===== src/rtl/muldiv_if.sv =====
// muldiv_if: request/result handshake bundle between issue, muldiv_unit and writeback
interface muldiv_if;
  logic        i_valid;
  logic        o_ready;
  logic [2:0]  i_funct3;
  logic [31:0] i_rs1_data;
  logic [31:0] i_rs2_data;
  logic [4:0]  i_rd_addr;
  logic        o_valid;
  logic        i_ready;
  logic [31:0] o_result;
  logic [4:0]  o_rd_addr;
  modport slave (
    input  i_valid, i_funct3, i_rs1_data, i_rs2_data, i_rd_addr, i_ready,
    output o_ready, o_valid, o_result, o_rd_addr
  );
  modport master (
    output i_valid, i_funct3, i_rs1_data, i_rs2_data, i_rd_addr, i_ready,
    input  o_ready, o_valid, o_result, o_rd_addr
  );
endinterface


===== src/rtl/muldiv_unit.sv =====
// muldiv_unit: iterative RV32M multiply/divide with valid/ready request and result handshakes
module muldiv_unit #(
  parameter bit FAST_MUL = 1'b0
) (
  input logic     clk,
  input logic     rst,
  muldiv_if.slave bus
);
  typedef enum logic [1:0] {IDLE, BUSY, DONE} state_t;
  state_t      state;
  logic [4:0]  cnt;
  logic [2:0]  op;
  logic        neg;
  logic [4:0]  rd;
  logic [31:0] b;
  logic [63:0] p;
  logic        in_div, sa, sb, div0, ovf;
  logic [31:0] mag_a, mag_b, special;
  logic [32:0] sum, shifted, diff;
  logic [63:0] mul_step, div_step, fast_prod, p_next, pf;
  logic [31:0] q, r, res;
  assign in_div  = bus.i_funct3[2];
  assign sa      = bus.i_rs1_data[31] & (in_div ? ~bus.i_funct3[0] : bus.i_funct3 != 3'b011);
  assign sb      = bus.i_rs2_data[31] & (in_div ? ~bus.i_funct3[0] : ~bus.i_funct3[1]);
  assign mag_a   = sa ? -bus.i_rs1_data : bus.i_rs1_data;
  assign mag_b   = sb ? -bus.i_rs2_data : bus.i_rs2_data;
  assign div0    = in_div && bus.i_rs2_data == 32'd0;
  assign ovf     = in_div && !bus.i_funct3[0] && bus.i_rs1_data == 32'h8000_0000 && bus.i_rs2_data == 32'hFFFF_FFFF;
  assign special = div0 ? (bus.i_funct3[1] ? bus.i_rs1_data : 32'hFFFF_FFFF)
                        : (bus.i_funct3[1] ? 32'd0 : 32'h8000_0000);
  // p holds {accumulator, multiplier} for multiply and {remainder, quotient} for divide
  assign sum       = {1'b0, p[63:32]} + (p[0] ? {1'b0, b} : 33'd0);
  assign mul_step  = {sum, p[31:1]};
  assign shifted   = {p[63:32], p[31]};
  assign diff      = shifted - {1'b0, b};
  assign div_step  = diff[32] ? {shifted[31:0], p[30:0], 1'b0} : {diff[31:0], p[30:0], 1'b1};
  assign fast_prod = 64'(b) * 64'(p[31:0]);
  assign p_next    = op[2] ? div_step : (FAST_MUL ? fast_prod : mul_step);
  assign pf        = neg ? -p_next : p_next;
  assign q         = p_next[31:0];
  assign r         = p_next[63:32];
  assign res       = op[2] ? (op[1] ? (neg ? -r : r) : (neg ? -q : q))
                           : (op[1:0] == 2'b00 ? pf[31:0] : pf[63:32]);
  always_ff @(posedge clk) begin
    if (rst) begin
      state         <= IDLE;
      cnt           <= 5'd0;
      bus.o_valid   <= 1'b0;
      bus.o_ready   <= 1'b1;
      bus.o_result  <= 32'd0;
      bus.o_rd_addr <= 5'd0;
    end else begin
      case (state)
        IDLE: if (bus.i_valid) begin
          op          <= bus.i_funct3;
          neg         <= bus.i_funct3 == 3'b110 ? sa : sa ^ sb;
          rd          <= bus.i_rd_addr;
          bus.o_ready <= 1'b0;
          if (div0 || ovf) begin
            bus.o_result  <= special;
            bus.o_rd_addr <= bus.i_rd_addr;
            bus.o_valid   <= 1'b1;
            state         <= DONE;
          end else begin
            b     <= in_div ? mag_b : mag_a;
            p     <= {32'd0, in_div ? mag_a : mag_b};
            cnt   <= (FAST_MUL && !in_div) ? 5'd0 : 5'd31;
            state <= BUSY;
          end
        end
        BUSY: begin
          p   <= p_next;
          cnt <= cnt - 5'd1;
          if (cnt == 5'd0) begin
            bus.o_result  <= res;
            bus.o_rd_addr <= rd;
            bus.o_valid   <= 1'b1;
            state         <= DONE;
          end
        end
        DONE: if (bus.i_ready) begin
          bus.o_valid <= 1'b0;
          bus.o_ready <= 1'b1;
          state       <= IDLE;
        end
        default: state <= IDLE;
      endcase
    end
  end
endmodule


===== src/flat_wrapper.sv =====
// flat-port wrapper written by rule: the top's interface ports become plain ports
module muldiv_unit_flat 
#(
  parameter bit FAST_MUL = 1'b0
)
  (clk, rst, bus_i_valid, bus_i_funct3, bus_i_rs1_data, bus_i_rs2_data, bus_i_rd_addr, bus_i_ready, bus_o_ready, bus_o_valid, bus_o_result, bus_o_rd_addr);
  muldiv_if bus_i ();
  input logic clk;
  input logic rst;
  input wire logic [$bits(bus_i.i_valid)-1:0] bus_i_valid;
  input wire logic [$bits(bus_i.i_funct3)-1:0] bus_i_funct3;
  input wire logic [$bits(bus_i.i_rs1_data)-1:0] bus_i_rs1_data;
  input wire logic [$bits(bus_i.i_rs2_data)-1:0] bus_i_rs2_data;
  input wire logic [$bits(bus_i.i_rd_addr)-1:0] bus_i_rd_addr;
  input wire logic [$bits(bus_i.i_ready)-1:0] bus_i_ready;
  output wire logic [$bits(bus_i.o_ready)-1:0] bus_o_ready;
  output wire logic [$bits(bus_i.o_valid)-1:0] bus_o_valid;
  output wire logic [$bits(bus_i.o_result)-1:0] bus_o_result;
  output wire logic [$bits(bus_i.o_rd_addr)-1:0] bus_o_rd_addr;
  assign bus_i.i_valid = bus_i_valid;
  assign bus_i.i_funct3 = bus_i_funct3;
  assign bus_i.i_rs1_data = bus_i_rs1_data;
  assign bus_i.i_rs2_data = bus_i_rs2_data;
  assign bus_i.i_rd_addr = bus_i_rd_addr;
  assign bus_i.i_ready = bus_i_ready;
  assign bus_o_ready = bus_i.o_ready;
  assign bus_o_valid = bus_i.o_valid;
  assign bus_o_result = bus_i.o_result;
  assign bus_o_rd_addr = bus_i.o_rd_addr;
  muldiv_unit #(.FAST_MUL(FAST_MUL)) u_core (.clk(clk), .rst(rst), .bus(bus_i));
endmodule

===== config.mk =====
export PLATFORM = sky130hd
export DESIGN_NAME = muldiv_unit_flat
export DESIGN_NICKNAME = d
export VERILOG_FILES = /design/src/rtl/muldiv_if.sv /design/src/rtl/muldiv_unit.sv /design/src/flat_wrapper.sv
export SDC_FILE = /design/constraint.sdc
export NUM_CORES = 1
export LEC_CHECK = 0
export BUFFER_PORTS_ARGS = -buffer_cell sky130_fd_sc_hd__buf_2
export CAP_MARGIN = 20
export CORE_ASPECT_RATIO = 0.5
export CORE_MARGIN = 8
export CORE_UTILIZATION = 34
export CTS_CLUSTER_DIAMETER = 100
export DETAILED_ROUTE_END_ITERATION = 10
export GPL_ROUTABILITY_DRIVEN = 1
export PLACE_DENSITY_LB_ADDON = 0.25
export SYNTH_ARGS = -nofsm -noshare
export SYNTH_HDL_FRONTEND = slang
export SYNTH_SLANG_ARGS = --single-unit
export TNS_END_PERCENT = 30

===== constraint.sdc =====
create_clock -name clk -period 15.5 [get_ports clk]
set_input_delay 3.1 -clock clk [delete_from_list [all_inputs] [get_ports clk]]
set_output_delay 3.1 -clock clk [all_outputs]
set_load 0.01 [all_outputs]

## Yosys cells after proc, flatten, opt, wreduce, memory -nomap -nowiden

Cells that the tools add are included.

- Register bits: 151
- Input bits: 76
- Logic and storage cells: 104

- $add $sub $neg: 8
- Equal/unequal tests: 11
- Multiplexer cells: 46
- Bitwise operators: 7
- Reductions and logical operators: 21

Operators with widths:

| operator | count |
|---|---|
| $mux W32 | 16 |
| $mux W64 | 5 |
| $neg A32 Y32 | 4 |
| $pmux W64 S2 | 1 |
| $eq A32 B32 Y1 const B | 2 |
| $neg A64 Y64 | 1 |
| $pmux W32 S2 | 1 |
| $add A32 B33 Y33 | 1 |
| $sub A33 B32 Y33 | 1 |
| $logic_not A32 Y1 | 1 |
| $mux W5 | 5 |
| $pmux W5 S2 | 2 |
| $reduce_and A3 Y1 | 4 |
| $reduce_and A4 Y1 | 3 |
| $mux W1 | 9 |
| $mux W2 | 4 |
| $ne A2 B2 Y1 const B | 3 |
| $pmux W2 S3 | 1 |
| $logic_not A5 Y1 | 1 |
| $reduce_and A5 Y1 | 1 |
| $sub A5 B1 Y5 const B | 1 |
| $logic_and A1 B1 Y1 | 4 |
| $logic_not A2 Y1 | 2 |
| $ne A2 B1 Y1 const B | 2 |
| other kinds (13) | 18 |

## Depth between registers and ports, before layout

- Depth in word-level cells: 9
- Depth in mapped cells: 25

## Worst setup path before layout

No wires, ideal clock.

- Kind: input to register
- Start: input port bus_i_rs1_data[0]
- End: register u_core.p[0] (enable)
- Data arrival time: 6.983 ns
- Required time: 15.014 ns
- Setup slack: 8.030 ns
- Stages: 11
- Path buffers: 0
- Path through: inv_1 -> ha_1 -> or3b_2 -> nor4_1 -> nand4_1 -> nor2_1 -> nand4_1 -> nand2_1 -> nor3b_1 -> nor2_1 -> nor2_1

- Word-level cells in the longest chain between the ends: 6

Ends and longest elaborated chain:

| element | RTL line | source |
|---|---|---|
| start: declaration | flat_wrapper.sv:12 | `input wire logic [$bits(bus_i.i_rs1_data)-1:0] bus_i_rs1_data;` |
| $eq A32 B32 Y1 | muldiv_unit.sv:28 | `assign ovf = in_div && !bus.i_funct3[0] && bus.i_rs1_data == 32'h8000_0000 && bus.i_rs2_data == 32'hFFFF_FFFF;` |
| $logic_and A1 B1 Y1 (2 in a row) | muldiv_unit.sv:28 |  |
| $logic_or A1 B1 Y1 | muldiv_unit.sv:59 | `if (div0 \|\| ovf) begin` |
| $ne A2 B2 Y1 (no source line) | -- |  |
| $reduce_and A4 Y1 (no source line) | -- |  |
| end signal: assignment | muldiv_unit.sv:66 | `p <= {32'd0, in_div ? mag_a : mag_b};` |
| end signal: assignment | muldiv_unit.sv:72 | `p <= p_next;` |
| end: declaration | muldiv_unit.sv:16 | `logic [63:0] p;` |

No other way between the ends.
A chain may end at the register's enable or synchronous reset.

## Worst setup path after layout

- Start: input port bus_i_rs1_data[1]
- End: register u_core.bus.o_result[9]

- Word-level cells in the longest chain between the ends: 6

Ends and longest elaborated chain:

| element | RTL line | source |
|---|---|---|
| $eq A32 B32 Y1 | muldiv_unit.sv:28 |  |
| $logic_and A1 B1 Y1 (2 in a row) | muldiv_unit.sv:28 |  |
| $logic_or A1 B1 Y1 | muldiv_unit.sv:59 |  |
| $ne A2 B1 Y1 (no source line) | -- |  |
| $reduce_and A4 Y1 (no source line) | -- |  |
| end signal: assignment | muldiv_unit.sv:60 | `bus.o_result <= special;` |
| end signal: assignment | muldiv_unit.sv:75 | `bus.o_result <= res;` |
| end: declaration | muldiv_if.sv:15 | `output o_ready, o_valid, o_result, o_rd_addr` |

No other way between the ends.

==> impl_metrics.json <==
{
  "wl_per_cell_um": 22.91,
  "tns_ps": 0,
  "seq_area_um2": 4074,
  "synth.area.mux_share": 0.07207,
  "antenna_found_initial": 4,
  "cts_tree": "done",
  "ff2ff_path_depth": 23,
  "cp_slowest_cell": "nor4_1",
  "crit_type": "in -> reg",
  "synth_edf_count": 105,
  "initial_core_util": 0.3456,
  "yosysTopAreaCellShare": 0.1940,
  "power_density_nw_per_um2": 89.12,
  "ys_ff_latch": 151,
  "grt_setup_unrepaired": "false",
  "overflow": 0,
  "finalCritPeriodShare": 0.4491,
  "p_leak_nw": 6.867,
  "final.setup_skew_ps": 14.77,
  "internal-power_mw": 0.9524,
  "die_h_um": 170.6,
  "root_buffer": "clkbuf_16",
  "p_clk_frac": 0.275,
  "vias_per_cell": 6.006,
  "cts_hold_buf": 0,
  "drt_wl_total_um": 63750,
  "post_cts_buffers": 0,
  "grt_pass1_wl_um": 96340,
  "netlist_area_um2": 16250,
  "reg2reg_setup_slack_ps": 8880,
  "yosys-top-cells-area": "edfxtp_1, mux2i_1, dfxtp_1",
  "p_sw_frac": 0.4063,
  "grt_max_degree": 86,
  "min_from": "u_core.bus.o_rd_addr[1]$_SDFFE_PP0P_",
  "max_cap_violations": 0,
  "syn-num-nets": 2238,
  "peakVddDrop_mv": 0.07553,
  "startpoint_type": "input pin",
  "synth_xor_area_frac": 0.08569,
  "final_nets": 2279,
  "fillers": 4849,
  "grt_pass1_vias": 15226,
  "drc": 0,
  "hold_ws_ps": 497.7,
  "synthFlopType": "edfxtp_1",
  "synthSimpleGateAreaFrac": 0.2249,
  "hp-class": "reg -> reg",
  "p_sw_mw": 0.6519,
  "status": "finished, final reports clean",
  "async_flop_share": 0,
  "crit_required_ps": 15900,
  "ant_nets": 0,
  "synth_top_family_by_area": "compound AO/OA/AOI/OAI gates",
  "cp_max_fo": 54,
  "die_x_um": 325.2,
  "path_clk_slew_ps": 70,
  "r2r_start": "u_core.p[31]$_DFFE_PP_",
  "dieArea_um2": 55470,
  "grt_usage": 0.2205,
  "clock_sinks": 151,
  "multi_input_area_um2": 11480,
  "r2r-end": "u_core.bus.o_result[30]$_SDFFE_PP0P_",
  "worst_pin_slew_ps": 1009,
  "synth_compound_area_frac": 0.2639,
  "gp_congestion": 0.9390,
  "critPathMaxStageDelay_ps": 600,
  "fin_ws_ps": 8538,
  "numPortBuffers": 114,
  "ys_warn_count": 0,
  "dr_total_vias": 16714,
  "setup_viol": 0,
  "cts_buffers": 17,
  "dp.final_hpwl_um": 49840,
  "hold_viol_final": 0,
  "ctsResizeCount": 0,
  "synth-seq-area-share": 0.2507,
  "core_um2": 47020,
  "slew_headroom": 0.3083,
  "placementRows": 56,
  "ios": 115,
  "synth_adder_area_share": 0.05713,
  "crit_end": "u_core.bus.o_result[9]$_SDFFE_PP0P_",
  "cp-startpoint": "bus_i_rs1_data[1]",
  "ys_types": 91,
  "dp_slack_ps": 8164,
  "comb_power_share": 0.407,
  "power_mw": 1.604,
  "fin_crit_ps": 6962,
  "clock_path_buffers": 2,
  "avgSynthCellArea_um2": 7.779,
  "critPathArrivalTime_ps": 7360,
  "syn_to_final_growth_pct": 10.78,
  "path_cells": "buf_2 -> inv_1 -> ha_1 -> or3b_2 -> nor4_1 -> nand4_1 -> nor2_1 -> nand4_1 -> nand2_1 -> nand2_1 -> or2_2 -> a21oi_4 -> buf_4 -> nor2_1 -> a2111oi_0 -> a31o_2",
  "slew_violations": 0,
  "insertion_delay_ps": 450,
  "max_freq_mhz": 143.6,
  "layout-drive-gt1-share": 0.1069,
  "drt_iter0_markers": 2134,
  "first_pass_iters": 6,
  "yosysTopAreaCell": "edfxtp_1",
  "htree_levels": 4,
  "end_kind": "flop",
  "postSynthCellCount": 2089,
  "seqPwrFrac": 0.318
}
worst min path at each step:
stage,end,slack [ps],cells past startpoint
after global routing,u_core.cnt[0]$_SDFFE_PP0P_,520,1
after detailed placement,u_core.bus.o_rd_addr[1]$_SDFFE_PP0P_,490,2
after floorplan,u_core.cnt[0]$_SDFFE_PP0P_,460,1
after CTS,u_core.bus.o_rd_addr[1]$_SDFFE_PP0P_,500,2
after global placement,u_core.bus.o_result[3]$_SDFFE_PP0P_,480,2
final,u_core.bus.o_rd_addr[1]$_SDFFE_PP0P_,500,2
sequential cells by signal, indices dropped and copies added, names as in the netlist, 2 cells and up:
| register | cells |
|---|---|
| u_core.p | 64 |
| u_core.bus.o_rd_addr | 5 |
| u_core.op | 3 |
| u_core.state | 2 |
| u_core.bus.o_result | 32 |
| u_core.rd | 5 |
| u_core.cnt | 5 |
| u_core.b | 32 |
critical path, delay by kind of cell:
kind,cells,cell delay [ps]
compound gates,3,950
simple gates,9,2370
buf+inv,3,740
fa+ha+maj,1,160
cells by family (layout without fill, tap and decap cells):
| kind of cell | count (synthesis) | in the layout |
|---|---|---|
| xor gates and xnor gates | 159 | 159 |
| DFF | 151 | 151 |
| adders and majority gates | 73 | 73 |
| muxes | 114 | 114 |
| other | 0 | 2 |
| buffers and inverters | 192 | 246 |
| AOI/OAI and AO/OA | 652 | 652 |
| and+or+nand+nor | 748 | 748 |
power by group through the flow:
stage | Combinational (mW) | Clock (mW) | Sequential [mW]
after global placement | 0.632 | 0 | 0.517
after floorplan | 0.443 | 0 | 0.501
final | 0.653 | 0.441 | 0.510
after detailed placement | 0.632 | 0 | 0.517
after CTS | 0.637 | 0.442 | 0.508
after global routing | 0.708 | 0.457 | 0.513
synthesized netlist by cell type, drive strengths merged, types with 17 or more instances:
| cell | number |
|---|---|
| dfxtp | 46 |
| and2 | 56 |
| clkbuf | 81 |
| nand3 | 45 |
| a21oi | 184 |
| o21ai | 154 |
| nor2 | 220 |
| o211ai | 33 |
| a311oi | 20 |
| ha | 71 |
| buf | 36 |
| a21o | 30 |
| a211oi | 23 |
| o31ai | 27 |
| nand2b | 19 |
| xor2 | 70 |
| xnor2 | 89 |
| o21a | 17 |
| or3 | 29 |
| nor3 | 68 |
| inv | 74 |
| nor2b | 22 |
| and3 | 17 |
| edfxtp | 105 |
| nand2 | 172 |
| nand4 | 29 |
| mux2i | 102 |
| a31oi | 24 |
per-layer routing:
metal	track usage	up-vias	part of all wire
li1	-	7875	-
met1	0.3253	8000	0.47
met2	0.3254	758	0.41
met3	0.03791	81	0.087
met4	0.06450	0	0.026
met5	0	-	0
metrics by stage:
stage | std cells | util | area (um2)
finish | 2783 | 0.3829 | 18000
CTS | 2780 | 0.3827 | 17990
floorplan | 2089 | - | 16250
global route | 2783 | 0.3829 | 18000
global placement | 2748 | 0.3698 | 17380
detailed placement | 2748 | 0.3698 | 17380
cell usage in the layout (no fill, tap or decap), drive strengths merged, types with 22 or more instances in the layout:
| cell type | Yosys | final |
|---|---|---|
| nor2 | 220 | 220 |
| a21oi | 184 | 184 |
| nand2 | 172 | 172 |
| o21ai | 154 | 154 |
| buf | 36 | 138 |
| edfxtp | 105 | 105 |
| mux2i | 102 | 102 |
| xnor2 | 89 | 89 |
| inv | 74 | 78 |
| ha | 71 | 71 |
| xor2 | 70 | 70 |
| nor3 | 68 | 68 |
| and2 | 56 | 56 |
| dfxtp | 46 | 46 |
| nand3 | 45 | 45 |
| o211ai | 33 | 33 |
| a21o | 30 | 30 |
| or3 | 29 | 29 |
| nand4 | 29 | 29 |
| o31ai | 27 | 27 |
| clkbuf | 81 | 25 |
| a31oi | 24 | 24 |
| a211oi | 23 | 23 |
| nor2b | 22 | 22 |
layout make-up:
| class | instances | area share |
|---|---|---|
| Clock buffer | 24 | 0.03100 |
| Clock inverter | 8 | 0.002780 |
| Inverter | 75 | 0.01564 |
| Antenna cell | 2 | 0.0002780 |
| Sequential cell | 151 | 0.2263 |
| Multi-Input combinational cell | 1746 | 0.6375 |
| Timing Repair Buffer | 139 | 0.04212 |
| Tap cell | 638 | 0.04434 |
Power figures use the tool's default switching activity.
